[src/rtl/bsg_test_dram_channel_responder_pkg.sv]
// Shared types and helpers for the fixed-latency DRAM channel responder.
// Request encoding matches the write_not_read bit of the channel interface.
package bsg_test_dram_channel_responder_pkg;

   typedef enum logic {
      REQ_READ  = 1'b0,
      REQ_WRITE = 1'b1
   } req_kind_e;

   // Byte-offset bits below the word index for a given data width.
   function automatic int byte_lsb(input int data_width);
      return $clog2(data_width / 8);
   endfunction

endpackage

[src/rtl/bsg_test_dram_channel_responder_if.sv]
// Single-channel request/response bundle between a test master and the responder.
// Signal names keep the responder-side _i/_o orientation for both modports.
interface bsg_test_dram_channel_responder_if
   #(parameter int channel_addr_width_p = 16
   , parameter int data_width_p         = 32);

   logic                            v_i;
   logic                            write_not_read_i;
   logic [channel_addr_width_p-1:0] ch_addr_i;
   logic                            yumi_o;
   logic                            data_v_i;
   logic [data_width_p-1:0]         data_i;
   logic                            data_yumi_o;
   logic                            data_v_o;
   logic [data_width_p-1:0]         data_o;

   modport master (
      output v_i, write_not_read_i, ch_addr_i, data_v_i, data_i,
      input  yumi_o, data_yumi_o, data_v_o, data_o
   );

   modport slave (
      input  v_i, write_not_read_i, ch_addr_i, data_v_i, data_i,
      output yumi_o, data_yumi_o, data_v_o, data_o
   );

endinterface

[src/rtl/bsg_test_dram_channel_responder_fifo.sv]
// Small circular-buffer FIFO with async-reset pointers; data_o is the head, 0-cycle read.
// No internal backpressure: caller must not push when full unless it pops in the same cycle.
module bsg_test_dram_channel_responder_fifo
   #(parameter int width_p = 8
   , parameter int els_p   = 2)
   (input  logic               clk_i
   , input  logic               reset_i
   , input  logic               v_i
   , input  logic [width_p-1:0] data_i
   , output logic               full_o
   , output logic               v_o
   , output logic [width_p-1:0] data_o
   , input  logic               yumi_i
   );

   localparam int ptr_w_lp = (els_p > 1) ? $clog2(els_p) : 1;
   localparam int cnt_w_lp = $clog2(els_p + 1);

   logic [ptr_w_lp-1:0] wptr_q, wptr_d, rptr_q, rptr_d;
   logic [cnt_w_lp-1:0] count_q, count_d;
   logic [width_p-1:0]  slots_q [els_p];
   logic [width_p-1:0]  slots_d [els_p];

   function automatic logic [ptr_w_lp-1:0] bump(input logic [ptr_w_lp-1:0] p);
      return (p == ptr_w_lp'(els_p - 1)) ? '0 : p + 1'b1;
   endfunction

   always_comb begin
      wptr_d  = wptr_q;
      rptr_d  = rptr_q;
      count_d = count_q;
      slots_d = slots_q;
      if (v_i) begin
         slots_d[wptr_q] = data_i;
         wptr_d          = bump(wptr_q);
      end
      if (yumi_i) begin
         rptr_d = bump(rptr_q);
      end
      case ({v_i, yumi_i})
         2'b10:   count_d = count_q + 1'b1;
         2'b01:   count_d = count_q - 1'b1;
         default: count_d = count_q;
      endcase
   end

   always_ff @(posedge clk_i or posedge reset_i) begin
      if (reset_i) begin
         wptr_q  <= '0;
         rptr_q  <= '0;
         count_q <= '0;
      end else begin
         wptr_q  <= wptr_d;
         rptr_q  <= rptr_d;
         count_q <= count_d;
      end
   end

   // Payload storage carries no reset; validity comes from count_q alone.
   always_ff @(posedge clk_i) begin
      slots_q <= slots_d;
   end

   assign full_o = (count_q == cnt_w_lp'(els_p));
   assign v_o    = (count_q != '0);
   assign data_o = slots_q[rptr_q];

endmodule

[src/rtl/bsg_test_dram_channel_responder.sv]
// Fixed-latency DRAM channel model: writes update a word memory, reads return latency_p cycles later.
// Read accept stalls only when els_p reads are in flight and none pops; read data has no backpressure.
module bsg_test_dram_channel_responder
   import bsg_test_dram_channel_responder_pkg::*;
   #(parameter int channel_addr_width_p = 16
   , parameter int data_width_p         = 32
   , parameter int latency_p            = 4
   , parameter int els_p                = 4
   , parameter int mem_els_p            = 64)
   (input  logic clk_i
   , input  logic reset_i
   , bsg_test_dram_channel_responder_if.slave ch
   );

   localparam int lsb_lp    = byte_lsb(data_width_p);
   localparam int mem_aw_lp = $clog2(mem_els_p);
   localparam int tw_lp     = $clog2(latency_p + 1) + 1;

   typedef struct packed {
      logic [tw_lp-1:0]        due;
      logic [data_width_p-1:0] data;
   } entry_t;

   logic [data_width_p-1:0] mem_q [mem_els_p];
   logic [data_width_p-1:0] mem_d [mem_els_p];
   logic [tw_lp-1:0]        now_q, now_d;

   logic [channel_addr_width_p-1:0] addr;
   logic [mem_aw_lp-1:0]            word_idx;
   logic                            unused_addr;
   logic                            is_write, wr_acc, rd_acc;
   logic                            q_full, q_v, deq;
   entry_t                          head, push_e;

   // Upper address bits alias onto the same words.
   assign addr        = ch.ch_addr_i;
   assign word_idx    = addr[lsb_lp +: mem_aw_lp];
   assign unused_addr = ^addr;

   assign is_write = (req_kind_e'(ch.write_not_read_i) == REQ_WRITE);
   assign deq      = q_v & (now_q == head.due);
   assign wr_acc   = ~reset_i & ch.v_i &  is_write & ch.data_v_i;
   assign rd_acc   = ~reset_i & ch.v_i & ~is_write & (~q_full | deq);

   assign push_e.due  = now_q + tw_lp'(latency_p);
   assign push_e.data = mem_q[word_idx];

   always_comb begin
      now_d = now_q + 1'b1;
      mem_d = mem_q;
      if (wr_acc) begin
         mem_d[word_idx] = ch.data_i;
      end
   end

   always_ff @(posedge clk_i or posedge reset_i) begin
      if (reset_i) begin
         now_q <= '0;
      end else begin
         now_q <= now_d;
      end
   end

   always_ff @(posedge clk_i) begin
      mem_q <= mem_d;
   end

   bsg_test_dram_channel_responder_fifo #(
      .width_p ($bits(entry_t))
      ,.els_p  (els_p)
   ) inflight (
      .clk_i   (clk_i)
      ,.reset_i(reset_i)
      ,.v_i    (rd_acc)
      ,.data_i (push_e)
      ,.full_o (q_full)
      ,.v_o    (q_v)
      ,.data_o (head)
      ,.yumi_i (deq)
   );

   assign ch.yumi_o      = wr_acc | rd_acc;
   assign ch.data_yumi_o = wr_acc;
   assign ch.data_v_o    = deq & ~reset_i;
   assign ch.data_o      = head.data;

endmodule

[src/flat_wrapper.sv]
// flat-port wrapper written by rule: the top's interface ports become plain ports
module bsg_test_dram_channel_responder_flat import bsg_test_dram_channel_responder_pkg::*;
#(parameter int channel_addr_width_p = 16
   , parameter int data_width_p         = 32
   , parameter int latency_p            = 4
   , parameter int els_p                = 4
   , parameter int mem_els_p            = 64)
  (clk_i, reset_i, ch_v_i, ch_write_not_read_i, ch_ch_addr_i, ch_data_v_i, ch_data_i, ch_yumi_o, ch_data_yumi_o, ch_data_v_o, ch_data_o);
  bsg_test_dram_channel_responder_if #(.channel_addr_width_p(channel_addr_width_p), .data_width_p(data_width_p)) ch_i ();
  input  logic clk_i;
  input  logic reset_i;
  input wire logic [$bits(ch_i.v_i)-1:0] ch_v_i;
  input wire logic [$bits(ch_i.write_not_read_i)-1:0] ch_write_not_read_i;
  input wire logic [$bits(ch_i.ch_addr_i)-1:0] ch_ch_addr_i;
  input wire logic [$bits(ch_i.data_v_i)-1:0] ch_data_v_i;
  input wire logic [$bits(ch_i.data_i)-1:0] ch_data_i;
  output wire logic [$bits(ch_i.yumi_o)-1:0] ch_yumi_o;
  output wire logic [$bits(ch_i.data_yumi_o)-1:0] ch_data_yumi_o;
  output wire logic [$bits(ch_i.data_v_o)-1:0] ch_data_v_o;
  output wire logic [$bits(ch_i.data_o)-1:0] ch_data_o;
  assign ch_i.v_i = ch_v_i;
  assign ch_i.write_not_read_i = ch_write_not_read_i;
  assign ch_i.ch_addr_i = ch_ch_addr_i;
  assign ch_i.data_v_i = ch_data_v_i;
  assign ch_i.data_i = ch_data_i;
  assign ch_yumi_o = ch_i.yumi_o;
  assign ch_data_yumi_o = ch_i.data_yumi_o;
  assign ch_data_v_o = ch_i.data_v_o;
  assign ch_data_o = ch_i.data_o;
  bsg_test_dram_channel_responder #(.channel_addr_width_p(channel_addr_width_p), .data_width_p(data_width_p), .latency_p(latency_p), .els_p(els_p), .mem_els_p(mem_els_p)) u_core (.clk_i(clk_i), .reset_i(reset_i), .ch(ch_i));
endmodule
[config.mk]
export PLATFORM = sky130hd
export DESIGN_NAME = bsg_test_dram_channel_responder_flat
export DESIGN_NICKNAME = d
export VERILOG_FILES = /design/src/rtl/bsg_test_dram_channel_responder_pkg.sv /design/src/rtl/bsg_test_dram_channel_responder_if.sv /design/src/rtl/bsg_test_dram_channel_responder_fifo.sv /design/src/rtl/bsg_test_dram_channel_responder.sv /design/src/flat_wrapper.sv
export SDC_FILE = /design/constraint.sdc
export NUM_CORES = 2
export LEC_CHECK = 0
export CORE_ASPECT_RATIO = 0.5
export CORE_MARGIN = 3
export CORE_UTILIZATION = 55
export CTS_BUF_LIST = sky130_fd_sc_hd__clkbuf_8 sky130_fd_sc_hd__clkbuf_16
export DETAILED_ROUTE_END_ITERATION = 8
export PLACE_DENSITY = 0.68
export SYNTH_ARGS = -nofsm -noshare
export SYNTH_HDL_FRONTEND = slang
export SYNTH_SLANG_ARGS = --single-unit
[constraint.sdc]
create_clock -name clk_i -period 5.8 [get_ports clk_i]
set_input_delay 1.45 -clock clk_i [delete_from_list [all_inputs] [get_ports clk_i]]
set_output_delay 1.45 -clock clk_i [all_outputs]
set_load 0.1 [all_outputs]
; Word-level counts from Yosys, hierarchy flattened
; Index checks and enable logic that the tools add are counted.
[word_totals]
ff_bits = 2203
latchBits = 0
mem_bits_rw = 0
rom_bits = 0
input_bits = 53
elab_cells = 123
n_memories = 0
[classes]
add_sub_neg = 6
n_mul = 0
div = 0
magnitude_cmp = 5
n_eq_ne = 6
shifts = 0
muxes = 15
n_bitwise = 15
n_reduce_logical = 4
[ops]
columns = operator, count
row1 = bitwise mux 2048 bit, 1
row2 = binary-select mux 32 bit (select 6 bit), 1
row3 = demux 32 bit (select 6 bit), 1
row4 = bitwise mux 144 bit, 1
row5 = 2-to-1 mux 36 bit, 3
row6 = 2-to-1 mux 32 bit, 3
row7 = binary-select mux 36 bit (select 2 bit), 1
row8 = demux 36 bit (select 2 bit), 1
row9 = bitwise AND 1 bit, 7
row10 = ">= comparator 7 bit, second input constant", 1
row11 = "less-than comparator 7 x 1 -> 1 bit, second input constant", 1
row12 = inverter 6 -> 7 bit, 1
row13 = "equality test 2 bit, second input constant", 3
row14 = ">= comparator 3 bit, second input constant", 2
row15 = inverter 2 -> 3 bit, 2
row16 = case mux 3 bit (2 select lines), 1
row17 = "adder 2 x 1 -> 2 bit, second input constant", 2
row18 = "adder 4 x 1 -> 4 bit, second input constant", 1
row19 = "adder 4 x 3 -> 4 bit, second input constant", 1
row20 = equality test 4 bit, 1
row21 = 2-to-1 mux 2 bit, 2
row22 = "adder 3 x 1 -> 3 bit, second input constant", 1
row23 = "equality test 3 bit, second input constant", 1
row24 = "less-than comparator 3 x 1 -> 1 bit, second input constant", 1
row25 = other kinds (7), 11

; Longest topological paths before layout
[depth]
word_depth = 10
depth_mapped = 12
ltp_nobuf = 11

; Modules after synthesis
; Synthesis repeated with hierarchy kept, for this count alone.
[unflattened]
hier_cells = 4816
hier_area_um2 = 85502.0
[by_module_without_submodules]
columns = mod, instances, cells_each, area_per_inst_um2, seq_area_each_um2
row1 = bsg_test_dram_channel_responder, 1, 4589, 79827.8, 61599.1
row2 = bsg_test_dram_channel_responder_fifo, 1, 227, 5674.2, 4499.3

; Worst setup path before layout
; Ideal clock, no wire load.
[synth_timing]
kind = input to register
startpoint = in reset_i
endpoint = reg u_core.mem_q[1000] (netlist bit), enable pin
arrival_time_ns = 4.831
t_required_ns = 5.379
setup_slack_ns = 0.548
stages = 5
path_buffers = 1
path_cell_list = inv_1 > and4_1 > clkbuf_1 > nand2_1 > nor2_1
[synth_between]
elab_chain_cells = 4
[synth_rtl]
columns = item, line_no
row1 = "start, declared", flat_wrapper.sv:11  ; input logic reset_i;
row2 = inverter 1 bit, bsg_test_dram_channel_responder.sv:42  ; assign wr_acc = ~reset_i & ch.v_i & is_write & ch.data_v_i;
row3 = bitwise AND 1 bit (3 in series), bsg_test_dram_channel_responder.sv:42
row4 = via ch_data_yumi_o, flat_wrapper.sv:18  ; output wire logic [$bits(ch_i.data_yumi_o)-1:0] ch_data_yumi_o;
row5 = "end signal, assigned", bsg_test_dram_channel_responder.sv:65  ; mem_q <= mem_d;
row6 = "end, declared", bsg_test_dram_channel_responder.sv:24  ; logic [data_width_p-1:0] mem_q [mem_els_p];
; The timed path passes the listed nets, and every way through them passes these cells.
; A chain may end at the register's enable or synchronous reset.

; Final worst setup path
[layout_timing]
startpoint = reg u_core.inflight.rptr_q[0]
endpoint = out ch_data_o[2]
[layout_between]
elab_chain_cells = 4
[layout_rtl]
columns = item, line_no
row1 = "start, declared", bsg_test_dram_channel_responder_fifo.sv:19  ; logic [ptr_w_lp-1:0] wptr_q, wptr_d, rptr_q, rptr_d;
row2 = "start signal, assigned", bsg_test_dram_channel_responder_fifo.sv:54  ; rptr_q <= rptr_d;
row3 = inverter 2 -> 3 bit (implied by the code), bsg_test_dram_channel_responder_fifo.sv:66  ; assign data_o = slots_q[rptr_q];
row4 = binary-select mux 36 bit (select 2 bit), bsg_test_dram_channel_responder_fifo.sv:66
row5 = 2-to-1 mux 36 bit (implied by the code) (2 in series), bsg_test_dram_channel_responder_fifo.sv:66
row6 = "end, declared", flat_wrapper.sv:20  ; output wire logic [$bits(ch_i.data_o)-1:0] ch_data_o;
; No other way between the ends. The select of a mux whose other input is x is not followed.

==> results.yml <==
placement:
  post-place-ws_ns: 0.437
  io_buffers: 77
  postPlaceCellArea_um2: 89800
  dpl.hpwl_mm: 157
  gp_congestion: 0.912
  dp.cells: 6475
pwr:
  internal_power_mw: 25.3
  ir_drop_uv: 267
  p_leak_nw: 30.6
  power_switching_mw: 8.36
  p_comb_share_pct: 10.7
  power_density_nw_per_um2: 352
  swShare_pct: 24.8
  pwr-share-clk_pct: 36.7
  power.share.sequential_pct: 52.5
logic_synthesis:
  synth_seq_cells: 2203
  synth.most_common_cell: "edfxtp_1"
  synth_fp_nets: 4356
  synth_area_leader_cell: "edfxtp_1"
  syn_avg_cell_area_um2: 19.7
  synth_area_um2: 84500
  ys.flop_type: "edfxtp_1"
  synth_edf_count: 2192
  ys_top_cells_by_count: "edfxtp_1 (2192), mux4_2 (222), mux2i_1 (204), a221oi_1 (189), nor2_1 (175)"
  yosys.area.top_type_share_pct: 77.9
  ys_warn_count: 0
  syn_inst: 4295
  synth.distinct_cells: 76
  synth_seq_area_share_pct: 78.2
  async_flop_share_pct: 0.499
  synth.area.top_cells: "edfxtp_1 (78%), mux4_2 (5.9%), mux2i_1 (2.4%), a221oi_1 (2.0%), mux2_2 (1.8%)"
routing:
  dr.pass1.iters: 8
  postRouteAntennaNets: 0
  vias: 48100
  first_iter_violations: 9732
  post-route-drc-count: 0
  post_drt_wl_per_cell_um: 38.8
  drt_wl_total_mm: 265
  via_per_inst: 7.03
finish:
  instances_no_fill: 6833
  register_area_um2: 66100
  final_layout_size_suffix_gt1_share_pct: 22.8
  design_area_um2: 95700
  synthToLayoutAreaGrowth_pct: 13.2
  fillers: 10300
  multi_input_area_um2: 17300
  nNetsFinal: 4663
hold_path:
  hold_class: "flop to flop"
floorplan:
  row_count: 101
  die_area_um2: 159000
  core-area_um2: 152000
  start_util_pct: 55.5
  boundaryPins: 88
  die_w_um: 560
  die_h_um: 283
job:
  cap_violations: 0
timing:
  setup_violations: 0
  finalClockSkew_ns: 0.0283
  worst_slew_margin_rel_pct: 6.84
  period_minus_slack_ns: 5.00
  rsz0062_at_grt: "false"
  hold_viol: 0
  fin_tns_setup_ns: 0
  hold_slack_ns: 0.497
  fmax_mhz: 200
  period_share_pct: 86.1
  max_slew.worst_pin.slew_ns: 1.40
  slew_viol_final: 0
  layout_setup_ws_ns: 0.804
global_route:
  grt_usage_pct: 33.2
  grt_overflow: 0
  antenna_found_initial: 21
  grt_pass1_vias: 45900
  grt_max_degree: 77
  grt_pass1_wl_mm: 365
clock_tree:
  clk-insertion-delay-late_ns: 0.82
  cts_resized: 0
  htreeDepth: 4
  numClockSinks: 2203
  clk_path_buf_depth: 3
  cts_hold_buffers: 0
  post_cts.repair.setup_buffers: 0
  cts_buffers: 185
  cts_tree: "yes"
  cts_root_buf: "clkbuf_16"
  clk_pin_slew_worst_paths_ns: 0.07
worst_setup_path:
  critPathArrivalTime_ns: 3.55
  end_kind: "primary output"
  critPathKind: "flop to primary output"
  crit_required_ns: 4.35
  critPathLaunchType: "flop"
  crit_path_max_fanout: 33
run_status:
  outcome: "completed"
metrics by stage:
step | util (%) | total power, mW
6_report | 62.9 | 33.7
4_1_cts | 62.9 | 33.6
5_1_grt | 62.9 | 34.4
3_3_place_gp | 59.0 | 21.5
2_1_floorplan | - | 20.2
3_5_place_dp | 59.0 | 21.6
cell usage in the layout (no fill, tap or decap), drive strengths merged, types with 6 or more instances in the layout:
cell           count
nor2             175
nand4             18
inv               60
a221oi           195
o2bb2ai            6
a22o              24
ha                 7
or4               12
buf              363
dfrtp             11
mux4             233
a211oi            20
clkinvlp           7
nand2            102
a21oi            120
a221o             30
nand2b             7
a32oi              9
mux2             140
mux2i            204
edfxtp          2192
o221ai             6
clkbuf           192
bufinv            15
and2              10
and3               7
a22oi            134
a222oi            12
nand3             21
o22a               7
clkinv            82
o211ai             9
a31oi             15
diode             15
o21ai            100
xnor2              6
o22ai             95
clkdlybuf4s50     39
nor3              13
cell type report:
type / count / area share, %
clock buffers: 192 / 5.02
inverters: 13 / 0.0601
repair buffers: 402 / 3.86
clock inverters: 151 / 1.16
diodes: 15 / 0.0392
flip-flops and latches: 2203 / 69.1
multi-input cells: 1797 / 18.1
well taps: 2060 / 2.69
per-layer routing:
| metal | vias to the layer above | global-route usage, % | wire [um] |
|---|---|---|---|
| met1 | 24800 | 47.3 | 95800 |
| met3 | 583 | 15.2 | 48900 |
| met5 | - | 0.357 | 213 |
| li1 | 18600 | - | - |
| met4 | 20 | 9.97 | 8700 |
| met2 | 4136 | 45.9 | 112000 |
flip-flops by register name, summed over array words and instances (netlist names):
register / cells
u_core.now_q: 4
u_core.mem_q: 2048
u_core.inflight.count_q: 3
u_core.inflight.wptr_q: 2
u_core.inflight.slots_q: 144
u_core.inflight.rptr_q: 2
worst max-delay path, stage by stage (launching register included):
cell	delay, ns
dfrtp_2	0.51
buf_4	0.56
mux4_2	0.57
clkdlybuf4s50_1	1.03
power by group through the flow:
| stage | combinational, mW | sequential [mW] | clock (mW) |
|---|---|---|---|
| final | 3.62 | 17.7 | 12.4 |
| after CTS | 3.55 | 17.7 | 12.4 |
| after floorplan | 2.22 | 18.0 | 0 |
| after global placement | 3.49 | 18.0 | 0 |
| after global routing | 3.71 | 17.7 | 13.0 |
| after detailed placement | 3.54 | 18.0 | 0 |
final timing paths:
kind / slack, ns / start / depth (start not counted) / endpoint
worst max-delay path: 0.80 / u_core.inflight.rptr_q[0]$_DFFE_PP0P_ / 3 / ch_data_o[2]
worst min-delay path: 0.50 / u_core.inflight.count_q[0]$_DFFE_PP0P_ / 1 / u_core.inflight.count_q[0]$_DFFE_PP0P_
worst min register to register: 0.50 / u_core.inflight.count_q[0]$_DFFE_PP0P_ / 1 / u_core.inflight.count_q[0]$_DFFE_PP0P_
max in group asynchronous: 4.45 / reset_i / 2 / u_core.inflight.rptr_q[0]$_DFFE_PP0P_
worst max register to register: 2.59 / u_core.mem_q[765]$_DFFE_PP_ / 5 / u_core.inflight.slots_q[101]$_DFFE_PP_
min in group asynchronous: 1.00 / reset_i / 2 / u_core.now_q[3]$_DFF_PP0_
kinds of logic after synthesis:
group	synth area share [%]
compound gates	6.90
buf+inv	1.98
fa+ha+maj	0.127
mux	10.5
xor+xnor	0.104
flops	78.2
simple gates	2.14
Note: power is estimated with default switching activity, not from simulation.
